$ cat src/rtl/uart_rx_core.sv
`timescale 1ns/1ps
// uart_rx_core: oversampled UART receiver.
// Frame: start bit (0), DATA_WIDTH data bits LSB first, optional parity bit,
// one stop bit (1). rx_in is sampled once per bit at edge_cnt = prescale/2.
// Build option: define UART_RX_MAJORITY_EN to use a 2-of-3 majority of the
// samples at prescale/2-1, prescale/2 and prescale/2+1 instead.
module uart_rx_core #(
  parameter int DATA_WIDTH = 8,
  parameter int PRESCALE_W = 6
) (
  input  logic                  clk,
  input  logic                  rst,
  input  logic                  rx_in,
  input  logic [PRESCALE_W-1:0] prescale,
  input  logic                  par_en,
  input  logic                  par_typ,
  output logic [DATA_WIDTH-1:0] p_data,
  output logic                  data_valid,
  output logic                  par_err,
  output logic                  stop_err,
  output logic                  busy
);

  localparam int BIT_W = (DATA_WIDTH > 1) ? $clog2(DATA_WIDTH) : 1;
  localparam logic [BIT_W-1:0]      LAST_BIT = BIT_W'(DATA_WIDTH - 1);
  localparam logic [BIT_W-1:0]      ZERO_B   = BIT_W'(0);
  localparam logic [BIT_W-1:0]      ONE_B    = BIT_W'(1);
  localparam logic [PRESCALE_W-1:0] ZERO_P   = PRESCALE_W'(0);
  localparam logic [PRESCALE_W-1:0] ONE_P    = PRESCALE_W'(1);
  localparam logic [DATA_WIDTH-1:0] ZERO_D   = DATA_WIDTH'(0);

  typedef enum logic [2:0] {
    ST_IDLE   = 3'd0,
    ST_START  = 3'd1,
    ST_DATA   = 3'd2,
    ST_PARITY = 3'd3,
    ST_STOP   = 3'd4
  } state_t;

  state_t                state_r;
  state_t                state_nx_s;
  logic [PRESCALE_W-1:0] presc_r;
  logic [PRESCALE_W-1:0] edge_cnt_r;
  logic [PRESCALE_W-1:0] mid_s;
  logic [PRESCALE_W-1:0] last_s;
  logic [BIT_W-1:0]      bit_cnt_r;
  logic [DATA_WIDTH-1:0] shift_r;
  logic [DATA_WIDTH-1:0] p_data_r;
  logic                  armed_r;
  logic                  par_bad_r;
  logic                  stop_bad_r;
  logic                  done_r;
  logic                  bit_s;
  logic                  last_edge_s;
  logic                  data_valid_r;
  logic                  par_err_r;
  logic                  stop_err_r;
  logic                  busy_r;
  logic                  dv_nx_s;
  logic                  pe_nx_s;
  logic                  se_nx_s;

  // Expected parity bit: even parity of the data, inverted for odd parity
  function automatic logic exp_parity(input logic [DATA_WIDTH-1:0] d, input logic odd);
    return (^d) ^ odd;
  endfunction

  // Bit timing is taken from the prescale value latched at frame start
  assign mid_s       = presc_r >> 3'd1;
  assign last_s      = presc_r - ONE_P;
  assign last_edge_s = (edge_cnt_r == last_s);

`ifdef UART_RX_MAJORITY_EN
  logic samp_lo_r;
  logic samp_mid_r;
  logic samp_hi_r;

  function automatic logic maj3(input logic a, input logic b, input logic c);
    return (a & b) | (a & c) | (b & c);
  endfunction

  // Capture three line samples centred on mid-bit
  always_ff @(posedge clk or posedge rst) begin
    if (rst) begin
      samp_lo_r  <= 1'b1;
      samp_mid_r <= 1'b1;
      samp_hi_r  <= 1'b1;
    end else if (state_r != ST_IDLE) begin
      if (edge_cnt_r == (mid_s - ONE_P)) samp_lo_r  <= rx_in;
      if (edge_cnt_r == mid_s)           samp_mid_r <= rx_in;
      if (edge_cnt_r == (mid_s + ONE_P)) samp_hi_r  <= rx_in;
    end
  end

  assign bit_s = maj3(samp_lo_r, samp_mid_r, samp_hi_r);
`else
  logic samp_r;

  // Capture one line sample at mid-bit
  always_ff @(posedge clk or posedge rst) begin
    if (rst) begin
      samp_r <= 1'b1;
    end else if ((state_r != ST_IDLE) && (edge_cnt_r == mid_s)) begin
      samp_r <= rx_in;
    end
  end

  assign bit_s = samp_r;
`endif

  // State register
  always_ff @(posedge clk or posedge rst) begin
    if (rst) begin
      state_r <= ST_IDLE;
    end else begin
      state_r <= state_nx_s;
    end
  end

  // Next-state logic; every non-idle state advances on the last edge of its bit
  always_comb begin
    state_nx_s = state_r;
    case (state_r)
      ST_IDLE: begin
        if (armed_r && !rx_in) state_nx_s = ST_START;
        else                   state_nx_s = ST_IDLE;
      end
      ST_START: begin
        if (last_edge_s) state_nx_s = bit_s ? ST_IDLE : ST_DATA;
        else             state_nx_s = ST_START;
      end
      ST_DATA: begin
        if (last_edge_s && (bit_cnt_r == LAST_BIT)) state_nx_s = par_en ? ST_PARITY : ST_STOP;
        else                                        state_nx_s = ST_DATA;
      end
      ST_PARITY: begin
        if (last_edge_s) state_nx_s = ST_STOP;
        else             state_nx_s = ST_PARITY;
      end
      ST_STOP: begin
        if (last_edge_s) state_nx_s = ST_IDLE;
        else             state_nx_s = ST_STOP;
      end
      default: state_nx_s = ST_IDLE;
    endcase
  end

  // Counters, shift register, frame status and arming of the start detector
  always_ff @(posedge clk or posedge rst) begin
    if (rst) begin
      presc_r    <= ZERO_P;
      edge_cnt_r <= ZERO_P;
      bit_cnt_r  <= ZERO_B;
      shift_r    <= ZERO_D;
      armed_r    <= 1'b1;
      par_bad_r  <= 1'b0;
      stop_bad_r <= 1'b0;
      done_r     <= 1'b0;
    end else begin
      edge_cnt_r <= ((state_r == ST_IDLE) || last_edge_s) ? ZERO_P : (edge_cnt_r + ONE_P);
      done_r     <= 1'b0;
      case (state_r)
        ST_IDLE: begin
          if (rx_in) armed_r <= 1'b1;
          if (state_nx_s == ST_START) presc_r <= prescale;
        end
        ST_START: begin
          bit_cnt_r <= ZERO_B;
          par_bad_r <= 1'b0;
        end
        ST_DATA: begin
          if (last_edge_s) begin
            shift_r[bit_cnt_r] <= bit_s;
            bit_cnt_r          <= (bit_cnt_r == LAST_BIT) ? ZERO_B : (bit_cnt_r + ONE_B);
          end
        end
        ST_PARITY: begin
          if (last_edge_s) par_bad_r <= (bit_s != exp_parity(shift_r, par_typ));
        end
        ST_STOP: begin
          if (last_edge_s) begin
            stop_bad_r <= !bit_s;
            done_r     <= 1'b1;
            // a low stop bit disarms so a held-low break reports only once
            armed_r    <= bit_s;
          end
        end
        default: begin
          bit_cnt_r <= ZERO_B;
        end
      endcase
    end
  end

  // End-of-frame result: stop error outranks parity error, one flag per frame
  always_comb begin
    dv_nx_s = 1'b0;
    pe_nx_s = 1'b0;
    se_nx_s = 1'b0;
    if (done_r) begin
      if (stop_bad_r) begin
        se_nx_s = 1'b1;
      end else if (par_bad_r) begin
        pe_nx_s = 1'b1;
      end else begin
        dv_nx_s = 1'b1;
      end
    end else begin
      dv_nx_s = 1'b0;
    end
  end

  // Output registers
  always_ff @(posedge clk or posedge rst) begin
    if (rst) begin
      p_data_r     <= ZERO_D;
      data_valid_r <= 1'b0;
      par_err_r    <= 1'b0;
      stop_err_r   <= 1'b0;
      busy_r       <= 1'b0;
    end else begin
      data_valid_r <= dv_nx_s;
      par_err_r    <= pe_nx_s;
      stop_err_r   <= se_nx_s;
      busy_r       <= (state_nx_s != ST_IDLE);
      if (dv_nx_s) p_data_r <= shift_r;
    end
  end

  assign p_data     = p_data_r;
  assign data_valid = data_valid_r;
  assign par_err    = par_err_r;
  assign stop_err   = stop_err_r;
  assign busy       = busy_r;

endmodule
$ cat config.mk
export PLATFORM = sky130hd
export DESIGN_NAME = uart_rx_core
export DESIGN_NICKNAME = d
export VERILOG_FILES = /design/src/rtl/uart_rx_core.sv
export SDC_FILE = /design/constraint.sdc
export NUM_CORES = 1
export LEC_CHECK = 0
export ABC_AREA = 1
export CORE_ASPECT_RATIO = 1.75
export CORE_MARGIN = 3
export CORE_UTILIZATION = 35
export DETAILED_ROUTE_END_ITERATION = 10
export GPL_ROUTABILITY_DRIVEN = 0
export GPL_TIMING_DRIVEN = 0
export PLACE_DENSITY = 0.58
export SLEW_MARGIN = 20
export SYNTH_ARGS = -nofsm -noshare
export SYNTH_HDL_FRONTEND = slang
export SYNTH_SLANG_ARGS = --single-unit
$ cat constraint.sdc
create_clock -name clk -period 4.19 [get_ports clk]
set_input_delay 0.838 -clock clk [delete_from_list [all_inputs] [get_ports clk]]
set_output_delay 0.838 -clock clk [all_outputs]
set_load 0.1 [all_outputs]
==> summary.md, run 1 <==
• 103 x sky130_fd_sc_hd__nand2_1, 41 x sky130_fd_sc_hd__dfrtp_1, 35 x sky130_fd_sc_hd__nor2_1, 34 x sky130_fd_sc_hd__inv_1, 24 x sky130_fd_sc_hd__nand3_1 — most frequent cells in the layout
• 67.3 um — Die X
• 682 — number of inserted filler cells in the final layout
• 4.60 — DR vias/cell
• sky130_fd_sc_hd__nand2_1 — leading cell type in the layout, fill and taps excluded
• 7.43 um2 — Post-Syn Area per Cell
• 0 — antenna diode count
• 3.74 mm — half-perimeter wire length of the detailed placement result
• p_data[5] — end point of the most critical hold path
• 11.2 um — WL/cell
• flip-flop to output port — type of the worst setup path
• 43 — clock sinks
• 260 nW/um2 — pwr/cell area
• 8.20 mm — first-pass GRT wire length
• 0 — count of warnings emitted by yosys
• 0.00250 ns — worst clock skew
• sky130_fd_sc_hd__clkbuf_8 — clock root buffer
• 0 ns — setup TNS after final layout
• output port — capturing element type of the critical path
• 23 — Ports
• 0 — final global-route overflow total
• 38 — standard-cell rows
• 113 um — vertical die dimension
• 5.87% — share of cells above drive strength 1
• 2 — Worst Path Max Fanout
• presc_r[1] — startpoint of the worst-slack reg-to-reg timing path
• 46.8% — share of the yosys chip area belonging to registers
• 310 — Post-Syn Instances
• 2.62 ns — Final min period
• 2300 um2 — cell area after synthesis
• 0.381 GHz — maximum clock frequency
• p_data[5] — Hold Crit Start
• 0 — number of max-cap violations
• 2 — Bufs on Longest Clock Path
• 0.08 ns — clock transition at the registers of the reported paths
• yes — TritonCTS clock tree
• 0.962 ns — pin slew with the least headroom to its limit
• 1 — CP bufs+invs
• 0 — DRC violation count after routing
• 2 — hold path depth
• 35.6% — worst rel slew slack
• 1.13 ns — maximum cell stage delay along the critical path
• 32 — largest net degree at the start of global routing
• 0 — initial antenna violation count
• sky130_fd_sc_hd__clkdlybuf4s50_1 — Max stage delay cell, worst path
• 1881 — via count of the first global-routing pass
• 3.35 ns — required time of the worst setup path
• 2 — Clock H-tree levels
• 12 — cells on worst reg2reg path
• 62.6% — post-route clock period utilization
• 26 — Yosys cell types
• 1.31 nW — leakage component of the power
• finished clean — result of the run
• 0.203 mV — worst ir drop on vdd
• 14.0% — combined global-route utilization of all metal layers
• 43.4% — final core occ
• 6280 um2 — Placeable Area
• 4.71 mm — wire length reported by the detailed router
• 355 — final layout net count
• 1938 — via total after detailed routing
• flip-flop to flip-flop — path type of the worst min-delay path
• 43 — Yosys reg bits
• 36.7% — initial cell density of the core
• 708 uW — Overall Power
• 22 — number of input and output port buffers inserted
• 5 — number of clock buffers inserted by TritonCTS
• 0.471 ns — final hold slack
• 60 — violation count after the first detailed-routing iteration
• 0 — Resize count post-CTS
• buffers and inverters — cell family contributing the most delay on the critical path
• 0.30 ns — clock insertion delay at the later pin of the skew report
• 0 — final number of max-transition violations
• 1.79 ns — data arrival time of the critical path
• 0 — # hold bufs at CTS
• 2.12 ns — Register-to-Register Setup Slack
• busy — capture instance of the worst register-to-register path
• 7630 um2 — Die Footprint
• no — unrepaired setup endpoints after global routing
• 4 — detailed-router iteration count before antenna repair
• 0 — hold violation total from the final report
• 0 — final antenna-violating net count
• 0 — number of setup buffers added after CTS
• clkdlybuf4s50_1 — cell breakdown of the critical path
• 0 — count of final setup violators
• flip-flop — Startpoint Class
• 325 — Post-Synthesis Net Count
• 18.3% — Layout area overhead
[synthesized netlist by cell type (all sizes together)]
cell | n | area [um2]
nand2 | 103 | 387
dfrtp | 41 | 1030
inv | 40 | 150
nor2 | 38 | 160
o21ai | 28 | 140
nand3 | 25 | 138
xor2 | 6 | 52.6
ha | 4 | 50.1
nand4 | 4 | 25.0
xnor2 | 4 | 35.0
nor3 | 3 | 20.0
a21oi | 2 | 10.0
clkbuf | 2 | 7.51
dfstp | 2 | 52.6
nor3b | 2 | 15.0
nor4 | 2 | 12.5
a31oi | 1 | 6.26
and2 | 1 | 6.26
clkinv | 1 | 3.75
o22ai | 1 | 6.26
[worst max path at each step]
stage                          from           end  cells past startpoint
final                     p_data[7]     p_data[7]                      1
after global routing      p_data[3]     p_data[3]                      1
after CTS                 p_data[1]     p_data[1]                      1
after detailed placement  p_data[1]     p_data[1]                      1
after global placement          rst  bit_cnt_r[1]                      2
after floorplan                 rst  bit_cnt_r[0]                      1
[worst reg2reg max path, delay by kind of cell, from the launching register on]
family / cells / cell delay, ns
and+or+nand+nor: 9 / 1.20
buffers and inverters: 2 / 0.17
DFF: 1 / 0.41
adders and majority gates: 1 / 0.22
[routing by layer]
metal | track usage [%] | part of all wire, % | vias to the layer above
met5 | 0 | 0 | -
met4 | 6.78 | 3.1 | 0
met3 | 2.98 | 3.2 | 11
met2 | 26.4 | 56 | 28
met1 | 13.7 | 37 | 866
li1 | - | - | 1033
[flip-flops by register name, summed over array words and instances, names as in the netlist, 3 cells and up]
name        count
shift_r         8
edge_cnt_r      6
bit_cnt_r       3
state_r         3
p_data          8
presc_r         6
[cell families after synthesis]
family,synth area share (%)
AOI/OAI and AO/OA,7.06
xor gates and xnor gates,3.80
adders and majority gates,2.17
buffers and inverters,7.01
DFF,46.8
and+or+nand+nor,33.1
[report_power, final]
part / total, mW / switching [mW] / internal (mW)
clock: 0.256 / 0.139 / 0.117
sequential: 0.420 / 0.00221 / 0.418
combinational: 0.0318 / 0.0178 / 0.0140
total: 0.708 / 0.159 / 0.549
[layout make-up]
cell class                      count  area (um2)  area share (%)
Sequential cell                    43        1080            39.6
Clock buffer                        7        76.3            2.80
Buffer                              2        7.51           0.275
Inverter                           41         154            5.65
Clock inverter                      1        5.00           0.184
Multi-Input combinational cell    224        1060            39.0
Tap cell                           80         100            3.67
Timing Repair Buffer               23         240            8.82
[stage by stage]
step           setup slack (ns)  std cells  instance area (um2)
2_1_floorplan              2.35        310                 2300
3_3_place_gp               1.37        412                 2620
3_5_place_dp               1.88        413                 2640
4_1_cts                    1.55        421                 2730
5_1_grt                    1.51        421                 2730
6_report                   1.57        421                 2730
No activity file was read; power rests on OpenSTA's default activity.
==> inputs of run 2 (changes only) <==
--- a/config.mk
+++ b/config.mk
@@ -12,7 +12,7 @@
 export DETAILED_ROUTE_END_ITERATION = 10
 export GPL_ROUTABILITY_DRIVEN = 0
 export GPL_TIMING_DRIVEN = 0
-export PLACE_DENSITY = 0.58
+export PLACE_DENSITY = 0.6
 export SLEW_MARGIN = 20
 export SYNTH_ARGS = -nofsm -noshare
 export SYNTH_HDL_FRONTEND = slang
==> constraint.sdc (replaced) <==
create_clock -name clk -period 2.1 [get_ports clk]
set_input_delay 0.42 -clock clk [delete_from_list [all_inputs] [get_ports clk]]
set_output_delay 0.42 -clock clk [all_outputs]
set_load 0.1 [all_outputs]
==> summary.md, run 2 (synthesis results as in run 1) <==
• flip-flop to flip-flop — type of the worst setup path, was flip-flop to output port
• 54.1% — fraction of power consumed by sequential logic, was 59.3%
• 0.957 ns — pin slew with the least headroom to its limit, was 0.962 ns
• sky130_fd_sc_hd__nand2_1 — leading cell type in the layout, fill and taps excluded, unchanged
• 103 x sky130_fd_sc_hd__nand2_1, 41 x sky130_fd_sc_hd__dfrtp_1, 34 x sky130_fd_sc_hd__nor2_1, 33 x sky130_fd_sc_hd__inv_1, 24 x sky130_fd_sc_hd__nand3_1 — most frequent cells in the layout, was 103 x sky130_fd_sc_hd__nand2_1, 41 x sky130_fd_sc_hd__dfrtp_1, 35 x sky130_fd_sc_hd__nor2_1, 34 x sky130_fd_sc_hd__inv_1, 24 x sky130_fd_sc_hd__nand3_1
• sky130_fd_sc_hd__clkbuf_8 — clock root buffer, unchanged
• 23 — Ports, unchanged
• 0.510 GHz — maximum clock frequency
• 6280 um2 — Placeable Area, unchanged
• 11.5 um — WL/cell, was 11.2 um
• 0.0286 ns — Post-Place Worst Slack, was 1.88 ns
• 0.29 ns — clock insertion delay at the later pin of the skew report, was 0.30 ns
• 0 — number of max-cap violations, unchanged
• 6 — Worst Path Max Fanout, was 2
• 1.96 ns — Final min period
• 1 — CP bufs+invs, unchanged
• sky130_fd_sc_hd__nor2_1 — most common cell type on the critical path
• presc_r[1] — Worst Setup SP, was p_data[7]
• simple AND/OR/NAND/NOR gates — cell family contributing the most delay on the critical path, was buffers and inverters
• 93.4% — post-route clock period utilization
• 3.71 mm — half-perimeter wire length of the detailed placement result, was 3.74 mm
• 5 — number of clock buffers inserted by TritonCTS, unchanged
• 8.14% — share of cells above drive strength 1, was 5.87%
• 4.88 mm — wire length reported by the detailed router, was 4.71 mm
• 2.27 ns — required time of the worst setup path, was 3.35 ns
• flip-flop — capturing element type of the critical path, was output port
• presc_r[1] — startpoint of the worst-slack reg-to-reg timing path, unchanged
• yes — TritonCTS clock tree, unchanged
• 0 — count of final setup violators, unchanged
• 331 uW — power spent charging and discharging nets, was 159 uW
• 113 um — vertical die dimension, unchanged
• 43 — clock sinks, unchanged
• 0 — final antenna-violating net count, unchanged
• 0 — antenna diode count, unchanged
• 36.7% — initial cell density of the core, unchanged
• 1.38 nW — leakage component of the power, was 1.31 nW
• 0.138 ns — worst setup margin, was 1.57 ns
• 8.34 mm — first-pass GRT wire length, was 8.20 mm
• 413 — placed insts, unchanged
• 21.4% — switching part of the total, was 22.5%
• 424 — Final Instance Count excl. Fillers, was 421
• 2 — Bufs on Longest Clock Path, unchanged
• 2.13 ns — data arrival time of the critical path, was 1.79 ns
• 358 — final layout net count, was 355
• 0 — DRC violation count after routing, unchanged
• 0.00545 ns — worst clock skew, was 0.00250 ns
• 0 — hold violation total from the final report, unchanged
• 1.55 mW — Overall Power, was 708 uW
• 41.6% — part of the power in the clock network, was 36.2%
• 2790 um2 — final cell area excluding filler cells, was 2730 um2
• 67.3 um — Die X, unchanged
• 0.307 mV — worst ir drop on vdd, was 0.203 mV
• 7630 um2 — Die Footprint, unchanged
• 36.5% — worst rel slew slack, was 35.6%
• 2650 um2 — instance area at placement, was 2640 um2
• 22 — number of input and output port buffers inserted, unchanged
• 14.0% — combined global-route utilization of all metal layers, about the same
• 0.09 ns — clock transition at the registers of the reported paths, was 0.08 ns
• 4.3% — part of the power in combinational logic, was 4.5%
• 0.469 ns — final hold slack, was 0.471 ns
• 1987 — via count of the first global-routing pass, was 1881
• 2 — Clock H-tree levels, unchanged
• 4 — detailed-router iteration count before antenna repair, unchanged
• 2022 — via total after detailed routing, was 1938
• 0 — initial antenna violation count, unchanged
• sky130_fd_sc_hd__dfrtp_1 — Max stage delay cell, worst path, was sky130_fd_sc_hd__clkdlybuf4s50_1
• flip-flop — Startpoint Class, unchanged
• 38 — standard-cell rows, unchanged
• 21.1% — Layout area overhead, was 18.3%
• finished clean — result of the run, unchanged
• 1.22 mW — Int Power, was 549 uW
• flip-flop to flip-flop — path type of the worst min-delay path, unchanged
• 23 — largest net degree at the start of global routing, was 32
• 0.41 ns — maximum cell stage delay along the critical path, was 1.13 ns
• p_data[0] — Hold Crit Start, was p_data[5]
• 0 — final global-route overflow total, unchanged
• 555 nW/um2 — pwr/cell area, was 260 nW/um2
• buf_4 > nor2_2 > nand3_1 > nor2_1 > nand2_1 > nand2_1 > nand3_4 > nor2_2 > nor2_1 > nor2_1 > nand3_1 — cell breakdown of the critical path, was clkdlybuf4s50_1
• 4.77 — DR vias/cell, was 4.60
• 69 — violation count after the first detailed-routing iteration, was 60
• 671 — number of inserted filler cells in the final layout, was 682
• 0 — final number of max-transition violations, unchanged
run 2: cell types whose count changed in the layout (fill, tap and decap cells not counted), sizes merged:
cell / change
clkbuf: -2
bufinv: +1
buf: +2
dlygate4sd2: +12
nand3: +1
clkinv: +1
clkdlybuf4s50: -12
run 2: cell type report:
class	instances	area (um2)	share of cell area [%]
Multi-Input combinational cell	225	1090	39.0
Inverter	41	154	5.52
Sequential cell	43	1080	38.7
Buffer	2	7.51	0.269
Clock inverter	3	43.8	1.57
Clock buffer	5	68.8	2.47
Tap cell	80	100	3.59
Timing Repair Buffer	25	248	8.88
run 2: timing repair:
| action | 4_1_cts | 5_1_grt |
|---|---|---|
| cloned | 0 | 1 |
| pin swaps | 0 | 7 |
| endpoints found under the setup margin | 12 | 16 |
| gates resized for setup | 12 | 4 |
| hold buffers | 0 | 0 |
| setup buffers | 0 | 2 |
run 2: path summary, 6_finish.rpt:
check | depth (start not counted) | slack [ns] | endpoint
hold / removal | 2 | 0.47 | p_data[0]
min in group asynchronous | 2 | 0.48 | busy
hold reg to reg | 2 | 0.47 | p_data[0]
setup reg to reg | 11 | 0.14 | busy
setup / recovery | 11 | 0.14 | busy
max in group asynchronous | 3 | 1.14 | presc_r[3]
run 2: worst reg2reg max path: stages (launching register included):
cell	delay (ns)
sky130_fd_sc_hd__dfrtp_1	0.41
sky130_fd_sc_hd__buf_4	0.14
sky130_fd_sc_hd__nor2_2	0.13
sky130_fd_sc_hd__nand3_1	0.13
sky130_fd_sc_hd__nor2_1	0.11
sky130_fd_sc_hd__nand2_1	0.05
sky130_fd_sc_hd__nand2_1	0.24
sky130_fd_sc_hd__nand3_4	0.16
sky130_fd_sc_hd__nor2_2	0.13
sky130_fd_sc_hd__nor2_1	0.06
sky130_fd_sc_hd__nor2_1	0.16
sky130_fd_sc_hd__nand3_1	0.11
run 2: power by group through the flow:
stage	Sequential (mW)	Clock, mW	Combinational [mW]
floorplan	0.853	0	0.0312
global placement	0.854	0	0.0601
detailed placement	0.854	0	0.0677
CTS	0.838	0.669	0.0681
global route	0.839	0.699	0.0749
finish	0.838	0.644	0.0660
run 2: through the flow:
stage | setup TNS [ns] | util (%)
after floorplan | 0 | -
after global placement | -11.28 | 41.8
after detailed placement | 0 | 42.2
after CTS | 0 | 43.8
after global routing | -0.0434 | 44.4
final | 0 | 44.4
run 2: per-layer routing:
metal  wire (um)  vias up  global-route usage (%)
met5           0        -                       0
met4         135        0                    6.23
met3         127       13                    1.59
met2        2780       34                    28.3
met1        1830      923                    13.1
li1            -     1052                       -
